==> src/rtl/mult_issue_ctrl_pkg.sv <==
// mult_issue_ctrl_pkg: shared widths, latency, status target and scoreboard entry type
package mult_issue_ctrl_pkg;
    localparam int LATENCY = 4;
    localparam int DATA_W  = 32;
    localparam int REG_W   = 5;
    localparam logic [REG_W-1:0] STATUS_REG = 5'd30;
    typedef struct packed {
        logic             valid;
        logic [REG_W-1:0] rd;
    } sb_entry_t;
endpackage

==> src/rtl/mult_issue_ctrl_if.sv <==
// mult_issue_ctrl_if: decode, multiplier, writeback and register-file signals of the issue controller
interface mult_issue_ctrl_if;
    import mult_issue_ctrl_pkg::*;
    logic              dec_valid, dec_is_mult, dec_stall, mult_signal;
    logic [REG_W-1:0]  dec_rd, dec_rs, dec_rt;
    logic              mult_rdy, mult_exc;
    logic [DATA_W-1:0] mult_result;
    logic              wb_valid, wb_stall;
    logic [REG_W-1:0]  wb_rd;
    logic [DATA_W-1:0] wb_data;
    logic              rf_we;
    logic [REG_W-1:0]  rf_addr;
    logic [DATA_W-1:0] rf_data;
    logic              proto_err;
    logic [15:0]       mult_cnt;
    modport master (
        output dec_valid, dec_is_mult, dec_rd, dec_rs, dec_rt, mult_rdy, mult_exc, mult_result,
               wb_valid, wb_rd, wb_data,
        input  dec_stall, mult_signal, wb_stall, rf_we, rf_addr, rf_data, proto_err, mult_cnt
    );
    modport slave (
        input  dec_valid, dec_is_mult, dec_rd, dec_rs, dec_rt, mult_rdy, mult_exc, mult_result,
               wb_valid, wb_rd, wb_data,
        output dec_stall, mult_signal, wb_stall, rf_we, rf_addr, rf_data, proto_err, mult_cnt
    );
endinterface

==> src/rtl/mult_scoreboard.sv <==
// mult_scoreboard: in-flight destination shift register with a 3-port source/destination match
module mult_scoreboard
    import mult_issue_ctrl_pkg::*;
(
    input  logic             clk,
    input  logic             rst_n,
    input  logic             issue_i,
    input  logic [REG_W-1:0] dst_i,
    input  logic [REG_W-1:0] rs_i,
    input  logic [REG_W-1:0] rt_i,
    output logic             hazard_o,
    output sb_entry_t        done_o
);
    sb_entry_t [LATENCY-1:0] sb_q;
    always_ff @(posedge clk or negedge rst_n)
        if (!rst_n) sb_q <= '0;
        else        sb_q <= {sb_q[LATENCY-2:0], sb_entry_t'{valid: issue_i, rd: dst_i}};
    // the completing slot still counts: a dependant may only issue the cycle after the result lands
    always_comb begin
        hazard_o = 1'b0;
        for (int i = 0; i < LATENCY; i++)
            hazard_o |= sb_q[i].valid && (sb_q[i].rd != '0) &&
                        (sb_q[i].rd == rs_i || sb_q[i].rd == rt_i || sb_q[i].rd == dst_i);
    end
    assign done_o = sb_q[LATENCY-1];
endmodule

==> src/rtl/mult_issue_ctrl.sv <==
// mult_issue_ctrl: mult issue/hazard control and register-file write-port arbitration
module mult_issue_ctrl
    import mult_issue_ctrl_pkg::*;
(
    input  logic            clk,
    input  logic            rst_n,
    mult_issue_ctrl_if.slave bus
);
    logic       hazard, issue, comp;
    sb_entry_t  done;
    logic       proto_err_q, proto_err_d;
    logic [15:0] mult_cnt_q, mult_cnt_d;
    mult_scoreboard u_sb (
        .clk      (clk),
        .rst_n    (rst_n),
        .issue_i  (issue),
        .dst_i    (bus.dec_rd),
        .rs_i     (bus.dec_rs),
        .rt_i     (bus.dec_rt),
        .hazard_o (hazard),
        .done_o   (done)
    );
    assign issue           = bus.dec_valid & bus.dec_is_mult & ~hazard;
    assign comp            = done.valid;
    assign bus.dec_stall   = bus.dec_valid & hazard;
    assign bus.mult_signal = issue;
    assign bus.wb_stall    = bus.wb_valid & comp;
    assign bus.proto_err   = proto_err_q;
    assign bus.mult_cnt    = mult_cnt_q;
    // completion owns the port; an exception redirects the write to the status register
    always_comb begin
        bus.rf_we   = comp ? (bus.mult_exc | (done.rd != '0)) : bus.wb_valid;
        bus.rf_addr = !bus.rf_we ? '0 : !comp ? bus.wb_rd : bus.mult_exc ? STATUS_REG : done.rd;
        bus.rf_data = !bus.rf_we ? '0 : !comp ? bus.wb_data :
                      bus.mult_exc ? DATA_W'(1) : bus.mult_result;
        proto_err_d = proto_err_q | (comp & ~bus.mult_rdy);
        mult_cnt_d  = (issue && mult_cnt_q != 16'hFFFF) ? mult_cnt_q + 16'd1 : mult_cnt_q;
    end
    always_ff @(posedge clk or negedge rst_n)
        if (!rst_n) begin
            proto_err_q <= 1'b0;
            mult_cnt_q  <= '0;
        end else begin
            proto_err_q <= proto_err_d;
            mult_cnt_q  <= mult_cnt_d;
        end
endmodule

==> src/flat_wrapper.sv <==
// flat-port wrapper written by rule: the top's interface ports become plain ports
module mult_issue_ctrl_flat import mult_issue_ctrl_pkg::*;
  (clk, rst_n, bus_dec_valid, bus_dec_is_mult, bus_dec_rd, bus_dec_rs, bus_dec_rt, bus_mult_rdy, bus_mult_exc, bus_mult_result, bus_wb_valid, bus_wb_rd, bus_wb_data, bus_dec_stall, bus_mult_signal, bus_wb_stall, bus_rf_we, bus_rf_addr, bus_rf_data, bus_proto_err, bus_mult_cnt);
  mult_issue_ctrl_if bus_i ();
  input  logic clk;
  input  logic rst_n;
  input wire logic [$bits(bus_i.dec_valid)-1:0] bus_dec_valid;
  input wire logic [$bits(bus_i.dec_is_mult)-1:0] bus_dec_is_mult;
  input wire logic [$bits(bus_i.dec_rd)-1:0] bus_dec_rd;
  input wire logic [$bits(bus_i.dec_rs)-1:0] bus_dec_rs;
  input wire logic [$bits(bus_i.dec_rt)-1:0] bus_dec_rt;
  input wire logic [$bits(bus_i.mult_rdy)-1:0] bus_mult_rdy;
  input wire logic [$bits(bus_i.mult_exc)-1:0] bus_mult_exc;
  input wire logic [$bits(bus_i.mult_result)-1:0] bus_mult_result;
  input wire logic [$bits(bus_i.wb_valid)-1:0] bus_wb_valid;
  input wire logic [$bits(bus_i.wb_rd)-1:0] bus_wb_rd;
  input wire logic [$bits(bus_i.wb_data)-1:0] bus_wb_data;
  output wire logic [$bits(bus_i.dec_stall)-1:0] bus_dec_stall;
  output wire logic [$bits(bus_i.mult_signal)-1:0] bus_mult_signal;
  output wire logic [$bits(bus_i.wb_stall)-1:0] bus_wb_stall;
  output wire logic [$bits(bus_i.rf_we)-1:0] bus_rf_we;
  output wire logic [$bits(bus_i.rf_addr)-1:0] bus_rf_addr;
  output wire logic [$bits(bus_i.rf_data)-1:0] bus_rf_data;
  output wire logic [$bits(bus_i.proto_err)-1:0] bus_proto_err;
  output wire logic [$bits(bus_i.mult_cnt)-1:0] bus_mult_cnt;
  assign bus_i.dec_valid = bus_dec_valid;
  assign bus_i.dec_is_mult = bus_dec_is_mult;
  assign bus_i.dec_rd = bus_dec_rd;
  assign bus_i.dec_rs = bus_dec_rs;
  assign bus_i.dec_rt = bus_dec_rt;
  assign bus_i.mult_rdy = bus_mult_rdy;
  assign bus_i.mult_exc = bus_mult_exc;
  assign bus_i.mult_result = bus_mult_result;
  assign bus_i.wb_valid = bus_wb_valid;
  assign bus_i.wb_rd = bus_wb_rd;
  assign bus_i.wb_data = bus_wb_data;
  assign bus_dec_stall = bus_i.dec_stall;
  assign bus_mult_signal = bus_i.mult_signal;
  assign bus_wb_stall = bus_i.wb_stall;
  assign bus_rf_we = bus_i.rf_we;
  assign bus_rf_addr = bus_i.rf_addr;
  assign bus_rf_data = bus_i.rf_data;
  assign bus_proto_err = bus_i.proto_err;
  assign bus_mult_cnt = bus_i.mult_cnt;
  mult_issue_ctrl u_core (.clk(clk), .rst_n(rst_n), .bus(bus_i));
endmodule
==> config.mk <==
export PLATFORM = sky130hd
export DESIGN_NAME = mult_issue_ctrl_flat
export DESIGN_NICKNAME = d
export VERILOG_FILES = /design/src/rtl/mult_issue_ctrl_pkg.sv /design/src/rtl/mult_issue_ctrl_if.sv /design/src/rtl/mult_scoreboard.sv /design/src/rtl/mult_issue_ctrl.sv /design/src/flat_wrapper.sv
export SDC_FILE = /design/constraint.sdc
export NUM_CORES = 1
export LEC_CHECK = 0
export BUFFER_PORTS_ARGS = -buffer_cell sky130_fd_sc_hd__buf_2
export CAP_MARGIN = 25
export CORE_MARGIN = 2
export CORE_UTILIZATION = 45
export DETAILED_ROUTE_END_ITERATION = 8
export PLACE_DENSITY_LB_ADDON = 0.25
export SLEW_MARGIN = 20
export SYNTH_ARGS = -nofsm -noshare
export SYNTH_HDL_FRONTEND = slang
export SYNTH_SLANG_ARGS = --single-unit
==> constraint.sdc <==
create_clock -name clk -period 5.8 [get_ports clk]
set_clock_uncertainty 0.1 [all_clocks]
set_input_delay 0.29 -clock clk [delete_from_list [all_inputs] [get_ports clk]]
set_output_delay 0.29 -clock clk [all_outputs]
set_load 0.1 [all_outputs]
==> flow_metrics.py <==
metrics = {
    "cts": {
        "holdBufCountCts": 0,
        "numCtsBuffers": 5,
        "cts_root_buf": "clkbuf_8",
        "cts_buffer_depth": 2,
        "clk_pin_slew_ns": 0.07,
        "htreeDepth": 2,
        "clk_latency_ns": 0.29,
        "ctsResizeCount": 0,
        "cts_tree": "built",
        "cts_num_sinks": 41,
        "cts_setup_buffers": 0,
    },
    "layout": {
        "final_util_pct": 62.53,
        "syn_to_final_growth_pct": 32.65,
        "finalNetCount": 562,
        "antennaDiodeCount": 0,
        "drive_gt1_share_pct": 35.96,
    },
    "floorplan": {
        "core_mm2": 0.005991,
        "die-width_um": 83.22,
        "die_y_um": 83.22,
        "die_area_mm2": 0.006925,
        "placementRows": 28,
        "initial_utilization_pct": 47.14,
        "pin_count": 149,
    },
    "synth": {
        "synth_edf_count": 0,
        "syn_area_per_cell_um2": 8.636,
        "ys_seq_elements": 41,
        "synth_top_family_by_area": "simple AND/OR/NAND/NOR gates",
        "ys_warn_count": 0,
        "synth.cell_area_mm2": 0.002824,
        "synthAdderAreaFrac_pct": 0.4431,
        "synth_compound_area_share_pct": 9.969,
        "syn_nets": 419,
        "synth-main-ff-cell": "dfrtp_1",
        "synth_xor_area_share_pct": 22.95,
        "synthTopCellsByCount": "nor2_1, dfrtp_1, xnor2_1",
        "synth_top_cell_area_share_pct": 36.33,
        "yosysTopAreaCell": "dfrtp_1",
        "synth-async-reset-ratio_pct": 100.0,
        "synthCells": 327,
        "synthMuxAreaShare_pct": 0.3988,
        "ys_seq_area_share_pct": 36.33,
        "ys_types": 36,
        "synth.most_common_cell": "nor2_1",
        "ys_top_cells_by_area": "dfrtp_1, xnor2_1, xor2_1, nor2b_1, a21oi_1",
        "synth-simple-area-share_pct": 26.85,
    },
    "worst_setup_path": {
        "path_max_fanout": 12,
        "crit-reg2reg-launch": "u_core.u_sb.sb_q[1]",
        "r2r_cells": 7,
        "critical_path.endpoint_type": "primary output",
        "startpoint_type": "flip-flop",
        "critPathArrivalTime_ns": 2.91,
        "critical_path_class": "reg2out",
        "r2r_slack_ns": 3.17,
        "cp-startpoint": "u_core.u_sb.sb_q[1]",
        "r2r_end": "u_core.bus.mult_cnt[1]",
        "required_ns": 5.41,
    },
    "global_routing": {
        "grtUsageTotal_pct": 21.57,
        "grt_pass1_wl_mm": 12.46,
        "grt_start_max_net_pins": 48,
        "grt.overflow.total": 0,
        "antenna_found_initial": 0,
        "grt_pass1_vias": 2688,
    },
    "power": {
        "peakVddDrop_v": 0.0004573,
        "power.share.switching_pct": 51.83,
        "power_density_mw_per_mm2": 312.4,
        "p_sw_uw": 606.5,
        "comb_power_share_pct": 51.1,
        "p_leak_uw": 0.001830,
        "internal_power_uw": 563.6,
        "p_clk_share_pct": 18.9,
        "pwr-share-seq_pct": 30.0,
    },
    "worst_hold_path": {
        "hold_class": "in2async",
    },
    "placement": {
        "hpwl_mm": 6.145,
        "numPortBuffers": 148,
        "finalWeightedCongestion": 0.9579,
    },
    "timing": {
        "rsz0062_at_grt": "false",
        "slew_headroom_pct": 39.55,
        "finalHoldViolations": 0,
        "finalCritPeriodShare_pct": 56.87,
        "finalCriticalPeriod_ns": 3.299,
        "timing.fmax_mhz": 303.2,
        "tightest_slew_ns": 0.9068,
        "hold_slack_ns": 0.02711,
        "maxSlewViolCount": 0,
        "setup_violations": 0,
        "tns_ns": 0,
    },
    "routing": {
        "antenna_left": 0,
        "num_vias": 2813,
        "drt_iter0_drc": 60,
        "wl_per_cell_um": 14.10,
        "drc_errors": 0,
        "drt_pass1_iterations": 4,
        "finalWirelength_mm": 7.684,
        "via_per_inst": 5.161,
    },
    "run_status": {
        "status": "finished clean",
    },
    "flow_run": {
        "cap_viol_max_count": 0,
    },
}
critical path, cell delays in order, from the launching register on:
cell and delay [ns]:
dfrtp_1 0.47, or4_1 0.53, o21ai_0 0.17, a31oi_1 0.10, nor4_4 0.52, buf_6 0.23
and3_1 0.17, buf_2 0.42
area by class of cell:
class	count	area, um2
sequential	41	1026
multi-input combinational	265	1714
fill	524	2245
tap	75	93.84
timing repair buffer	152	789.5
clock inverter	2	35.03
inverter	5	18.77
clock buffer	5	68.82
power groups by stage:
stage / Combinational (uW) / Sequential (uW) / Clock, uW
final: 598 / 351 / 221
after global routing: 627 / 356 / 236
after detailed placement: 599 / 356 / 0
after global placement: 591 / 354 / 0
after floorplan: 346 / 490 / 0
after CTS: 600 / 351 / 224
through the flow:
step	worst slack [ns]	area, um2	total power [uW]	std cells
after detailed placement	2.547	3631	954.8	537
after floorplan	2.168	2824	836.5	327
after global placement	2.246	3601	945.1	535
after global routing	2.339	3746	1219	545
final	2.501	3746	1170	545
after CTS	2.234	3735	1175	544
state kept, by name, summed over array words and instances (netlist names):
signal and cells:
u_core.u_sb.sb_q 18, u_core.bus.mult_cnt 16, u_core.u_sb.done_o 6, u_core.bus.proto_err 1
per-layer routing:
metal	GRT usage [%]	vias up	part of all wire [%]	wire length [um]
met5	0	-	0	0
met1	25.49	1280	40	3066
met4	7.899	0	2.8	215
li1	-	1388	-	-
met3	3.777	25	6.6	506
met2	38.93	120	51	3895
kinds of logic (layout without fill, tap and decap cells):
family	after synthesis	after routing
buffers and inverters	21	164
AND/OR/NAND/NOR	140	140
adder cells (fa/ha/maj)	1	1
AO/OA/AOI/OAI	49	49
multiplexers	1	1
XOR/XNOR	74	74
flip-flops	41	41
worst max path at each step:
stage / cells after the start / to / slack [ns]
floorplan: 5 / bus_rf_addr[1] / 2.17
global placement: 5 / bus_rf_data[20] / 2.25
detailed placement: 6 / bus_mult_signal / 2.55
CTS: 6 / bus_mult_signal / 2.23
global route: 7 / bus_mult_signal / 2.34
finish: 7 / bus_mult_signal / 2.50
cell usage in the layout, fill, tap and decap left out, types with 2 or more instances in the layout:
master / instances
and3_1: 6
dfrtp_1: 41
buf_8: 2
a211oi_1: 4
inv_1: 5
a21oi_1: 33
nand3_1: 16
buf_2: 148
nor3_1: 13
xor2_1: 36
nand2_1: 5
a31oi_1: 4
and2_1: 2
nor2_1: 43
nand4_1: 6
nand3_2: 4
o21ai_0: 3
xnor2_1: 38
nor2b_1: 32
clkbuf_8: 5
or4_1: 4
Power figures use the tool's default switching activity.
